<file path="src/rtl/pipe_hazard_ctrl.sv">
// Load-use / RAW hazard and branch-flush controller for a 4-stage-visible pipeline, clocked on the falling edge.
// Optional statistics counters are built only when PIPE_HAZARD_STATS_EN is defined.
module pipe_hazard_ctrl (
    input  logic        clock,
    input  logic        reset_n,
    input  logic [15:0] id_ir,
    input  logic        mem_taken,
    output logic        pc_hold,
    output logic        ifid_hold,
    output logic        idex_bubble,
    output logic        ifid_flush,
    output logic        idex_flush,
    output logic [15:0] stall_cnt,
    output logic [15:0] flush_cnt
);

    logic [3:0] op;
    logic [1:0] rs, rt, rd;
    logic       rs_use, rt_use, dst_vld;
    logic [1:0] dst_reg;
    logic       hazard, flush, stall;

    // Scoreboard: s1 = ID/EX, s2 = EX/MEM, s3 = MEM/WB.
    logic       s1_vld, s2_vld, s3_vld;
    logic [1:0] s1_reg, s2_reg, s3_reg;

    function automatic logic slot_hit(input logic vld, input logic [1:0] slot_reg,
                                      input logic use_src, input logic [1:0] src);
        return vld && use_src && (slot_reg == src);
    endfunction

    function automatic logic [15:0] sat_inc(input logic [15:0] cnt);
        return (cnt == 16'hFFFF) ? cnt : cnt + 16'd1;
    endfunction

    always_comb begin
        op      = id_ir[15:12];
        rs      = id_ir[11:10];
        rt      = id_ir[9:8];
        rd      = id_ir[7:6];
        rs_use  = (op <= 4'hB) && (rs != 2'd0);
        rt_use  = ((op <= 4'h6) || (op >= 4'h9 && op <= 4'hB)) && (rt != 2'd0);
        dst_vld = 1'b0;
        dst_reg = 2'd0;
        if (op <= 4'h6) begin
            dst_vld = (rd != 2'd0);
            dst_reg = rd;
        end else if (op == 4'h7 || op == 4'h8) begin
            dst_vld = (rt != 2'd0);
            dst_reg = rt;
        end
    end

    // Slots are cleared asynchronously, so hazard already drops to 0 in reset.
    assign hazard = slot_hit(s1_vld, s1_reg, rs_use, rs) || slot_hit(s1_vld, s1_reg, rt_use, rt)
                 || slot_hit(s2_vld, s2_reg, rs_use, rs) || slot_hit(s2_vld, s2_reg, rt_use, rt)
                 || slot_hit(s3_vld, s3_reg, rs_use, rs) || slot_hit(s3_vld, s3_reg, rt_use, rt);
    assign flush  = mem_taken && reset_n;
    assign stall  = hazard && !flush;

    assign pc_hold     = stall;
    assign ifid_hold   = stall;
    assign idex_bubble = stall;
    assign ifid_flush  = flush;
    assign idex_flush  = flush;

    always_ff @(negedge clock or negedge reset_n) begin
        if (!reset_n) begin
            s1_vld <= 1'b0;
            s2_vld <= 1'b0;
            s3_vld <= 1'b0;
        end else begin
            s3_vld <= s2_vld;
            s2_vld <= s1_vld && !flush;
            s1_vld <= dst_vld && !flush && !hazard;
        end
    end

    always_ff @(negedge clock) begin
        s3_reg <= s2_reg;
        s2_reg <= s1_reg;
        s1_reg <= dst_reg;
    end

`ifdef PIPE_HAZARD_STATS_EN
    logic [15:0] stall_cnt_q, flush_cnt_q;

    always_ff @(negedge clock or negedge reset_n) begin
        if (!reset_n) begin
            stall_cnt_q <= 16'd0;
            flush_cnt_q <= 16'd0;
        end else begin
            if (stall) stall_cnt_q <= sat_inc(stall_cnt_q);
            if (flush) flush_cnt_q <= sat_inc(flush_cnt_q);
        end
    end

    assign stall_cnt = stall_cnt_q;
    assign flush_cnt = flush_cnt_q;
`else
    assign stall_cnt = 16'd0;
    assign flush_cnt = 16'd0;
`endif

endmodule
</file>
<file path="config.mk">
export PLATFORM = sky130hd
export DESIGN_NAME = pipe_hazard_ctrl
export DESIGN_NICKNAME = d
export VERILOG_FILES = /design/src/rtl/pipe_hazard_ctrl.sv
export SDC_FILE = /design/constraint.sdc
export NUM_CORES = 1
export LEC_CHECK = 0
export ABC_AREA = 0
export BUFFER_PORTS_ARGS = -buffer_cell sky130_fd_sc_hd__buf_4
export CORE_MARGIN = 10
export CORE_UTILIZATION = 36
export CTS_BUF_LIST = sky130_fd_sc_hd__clkbuf_16
export DETAILED_ROUTE_END_ITERATION = 8
export GPL_ROUTABILITY_DRIVEN = 0
export PLACE_DENSITY_LB_ADDON = 0.15
export SLEW_MARGIN = 20
export SYNTH_ARGS = -nofsm -noshare
export SYNTH_HDL_FRONTEND = slang
export SYNTH_SLANG_ARGS = --single-unit
</file>
<file path="constraint.sdc">
create_clock -name clock -period 1.6 [get_ports clock]
set_input_delay 0.24 -clock clock [delete_from_list [all_inputs] [get_ports clock]]
set_output_delay 0.24 -clock clock [all_outputs]
set_load 0.1 [all_outputs]
</file>
== Word-level counts from Yosys, hierarchy flattened ==
Cells that the tools add are included.
Word-level totals
  bits of input ports: 19
  register bits: 9
  logic and storage cells: 53
  output and inout port bits: 37
Operators by class
  magnitude comparators: 3
  muxes and demuxes: 4
  equal/unequal tests: 8
  reduce and logical (&&, ||, !) cells: 32
Operators with widths (number)
  1-bit logical AND: 20
  2-bit equality test: 6
  1-bit logical OR: 7
  2-bit nonzero test: 3
  4-bit by 3-bit equality test with 1-bit output, second input constant: 1
  4-bit equality test, second input constant: 1
  4-bit >= comparator, second input constant: 1
  4-bit by 3-bit <= comparator with 1-bit output, second input constant: 1
  4-bit <= comparator, second input constant: 1
  2-bit 2-to-1 mux: 2
  1-bit logical NOT: 2
  1-bit 2-to-1 mux: 2

== Logic depth before layout (Yosys ltp) ==
  depth in word-level cells: 13
  mapped depth: 7
  mapped depth without buffers: 5

==> results list <==
* Run status: complete, but fails checks
- Failing checks: setup timing
- Sequential fraction of the synthesis area: 0.2461
* Standby leakage power: 0.5390 nW
- The core region is 2022 µm².
- XOR/XNOR Fraction of Synth Area: 0.09937
- Wire length on met2: 1.015 mm
- In this run the cell area measured after placement is 913.4 µm².
* Clock skew: between 0.04 and 0.05 ns
- In this run, synthesis produced a sequential element count of 9.
* Number of I/O pins: 56
- Area share of and/or/nand/nor cells after synthesis: 0.1798
- DRT Pass-1 Iters: 4
- Post-route total power: 1.471 mW
- Combinational family with the most area after synthesis: buffers and inverters
- Number of fill cells in the layout: 212
- First-pass GRT wire length: between 3 and 4 mm
- Fraction of post-synthesis cell area in the top cell type by area: 0.3312
* Hold buffer count at CTS: 0
- Fin area: 1099 µm²
- Row Count: 16
- Once routing completed, OpenROAD measured the worst setup slack at -1.196 ns.
* Internal: 0.7701 mW
- The net count of the finished layout is 145.
- Element type at the critical path start: register
- Entering global routing, the biggest net connects 7 pins.
- In this run the horizontal extent of the chip is 66.94 µm.
- Top fanout value on the critical path: 4
- Required time of the worst setup path: 1.36 ns
- Routed wirelength normalized by instance count: 13.04 µm
- In this run the power spent charging and discharging nets is 0.7012 mW.
- After clock tree synthesis, the clock-pin slew on the worst setup and hold paths is 0.03 ns.
- Setup total negative slack on the finished layout was measured at -3.888 ns.
* Most common flop cell mapped by yosys: dfxtp_1
* Most used standard cells in the synthesized netlist: buf_4, xnor2_1, dfxtp_1, nand2_1, o22ai_1
* Path type of the worst min-delay path: register to register
* Post-Syn Area per Cell: 8.530 µm²
- Of the total synthesized cell area, the portion taken by full adders, half adders and majority gates is 0.
* Antenna-violating nets left: 0
- TritonCTS built the clock tree.
- During placement, the flow inserted port buffers numbering 17.
* Share of cell area taken by muxes after synthesis: 0
- Capturing element type of the critical path: output pin
* Number of setup buffers added after CTS: 0
- Sequential power share: 0.189
- Netlist cell types: 27
- The most common cell in the synthesized netlist is buf_4.
* Total area of sequential cells: ~200 µm²
- The worst setup path is of the register to output pin kind.
- Number of antenna repair diodes: 0
- Relative to the synthesized area, the layout overhead comes to 38.49%.
- Area of the mapped netlist: around 790 µm²
- Count of final hold-check violations: 0
- Clock insertion delay at the later pin of the skew report: 0.31 ns
- Initial Utilization: 0.3923
* RSZ-0062 raised after global routing: yes
- Half-perimeter wire length after placement: 1.641 mm
- Multi-input gate area in the final layout: 493.0 µm²
* Root buffer cell: clkbuf_16
- In this run the number of H-tree levels came out at 1.
* Remaining design rule violation count: 0
- Switching part of the total: 0.4766
- Wire length the detailed router placed on met1: 774 µm
- Number of buffers created by CTS: 3
* Data arrival time of the critical path: 2.56 ns
- Synth Warn #: 0
* Number of global-route vias before repair: a little over 700
- The number of antenna violations at the first check in global routing is 0.
* Pins over their slew limit: 0
- Across every metal layer, demand over resource in global routing totals 0.08546.
- Fraction of layout instances using a drive strength above 1: 0.3840
- Sorting the synthesized cells by area gives the leading types as buf_4, dfxtp_1, dfrtn_1, xnor2_1, and4bb_2.
- After synthesis, the share of flip-flops with an asynchronous set or reset is 0.3333.
- Routed wire length on met3: 187 µm
- Across the VDD grid, the largest voltage drop is between 600 and 700 µV.
* Iteration-0 DRC Markers: 17
- Max layer used: met4
* Compound-gate portion of the synthesized area: 0.1215
- The tool flagged a number of max-cap violations equal to 0.
- Synthesis handed over a netlist of 93 instances.
- Die outline area: 4481 µm²
* Vertical die dimension: around 67 µm
* Cell type with the largest total area after synthesis: buf_4
- The clock passes through at most 2 buffers.
* Part of the total power dissipated in combinational logic: 0.469
- Share of total power in the clock network: 0.342
- Total wire length after detailed routing: 1.982 mm
- Setup violations remaining at the end of the flow were counted as 4.
* Number of synthesized flops with an enable pin: 0
- Via count: approximately 630
- Via density: 4.118
- Summed over all layers, the global routing overflow is 0.
- Power density over the cells: 1339 nW/µm²
- TritonCTS sink count: 9
worst max-delay path, cell delays in order (launching register included):
cell and delay (ns):
dfxtp_4 0.36, xor2_2 0.15, o22ai_1 0.09, a32o_2 0.24, a221oi_4 0.31, nor2_4 0.11
buf_12 0.18
path summary, 6_finish.rpt:
path                       startpoint  endpoint  slack, ns  cells after the start
max reg2reg                 s1_reg[1]    s1_vld       0.21                      5
max                         s1_reg[1]   pc_hold      -1.20                      6
min                            s2_vld    s3_vld       0.36                      0
min reg2reg                    s2_vld    s3_vld       0.36                      0
min in group asynchronous     reset_n    s1_vld       0.54                      2
max in group asynchronous     reset_n    s3_vld       0.94                      2
metrics by stage:
stage	utilization	setup slack, ns	hold slack (ns)	std cells
3_3_place_gp	0.4517	-0.9244	0.3468	143
2_1_floorplan	-	-1.125	0.3327	124
3_5_place_dp	0.4517	-0.9850	0.3541	143
4_1_cts	0.5309	-1.222	0.3519	152
5_1_grt	0.5433	-1.269	0.3683	152
6_report	0.5433	-1.196	0.3553	152
power by group through the flow:
stage | logic [mW] | clock network [mW] | registers [mW]
after global routing | 0.714 | 0.549 | 0.282
after global placement | 0.630 | 0.0271 | 0.277
after CTS | 0.680 | 0.516 | 0.277
after detailed placement | 0.633 | 0.0271 | 0.278
after floorplan | 0.630 | 0.0271 | 0.275
final | 0.690 | 0.504 | 0.277
final cells by class:
class	instances	share of cell area
multi-input combinational	77	0.4487
timing repair buffer	29	0.2426
sequential	9	0.1822
clock buffer	3	0.06834
tap	27	0.03075
clock inverter	7	0.02733
cell families after synthesis:
logic type                after synthesis
AOI/OAI and AO/OA                      14
xor gates and xnor gates                9
buffers and inverters                  38
DFF                                     9
other                                   1
and+or+nand+nor                        22
cells in the final DEF (no fill, tap or decap):
cell type / n
a21oi_1: 2
and3_1: 1
clkbuf_16: 3
nor3b_2: 3
and2b_1: 2
buf_12: 3
nor2_2: 1
a21o_1: 1
conb_1: 32
and2_4: 1
o22ai_1: 3
nor2_4: 1
buf_4: 23
xnor2_1: 8
and4bb_2: 2
dfxtp_1: 4
buf_6: 3
a32o_2: 1
a211oi_2: 1
a22oi_1: 2
xor2_2: 1
nand3_1: 2
dfrtn_1: 3
dfxtp_4: 1
nand2_1: 6
a221oi_4: 1
clkinvlp_4: 1
nor2_1: 1
nor2b_1: 1
nand3b_1: 1
o22ai_2: 1
inv_1: 6
a31oi_1: 2
dfxtp_2: 1
routing by layer:
metal	GRT usage	vias up
met4	0.05897	0
li1	-	311
met5	0	-
met3	0.03512	2
met1	0.08769	285
met2	0.1386	28
repair_timing:
action                     4_1_cts  5_1_grt
pin swaps                        7        5
gates resized for setup         14        5
hold endpoints to repair         0        0
setup endpoints to repair        6        6
Note: power is estimated with default switching activity, not from simulation.
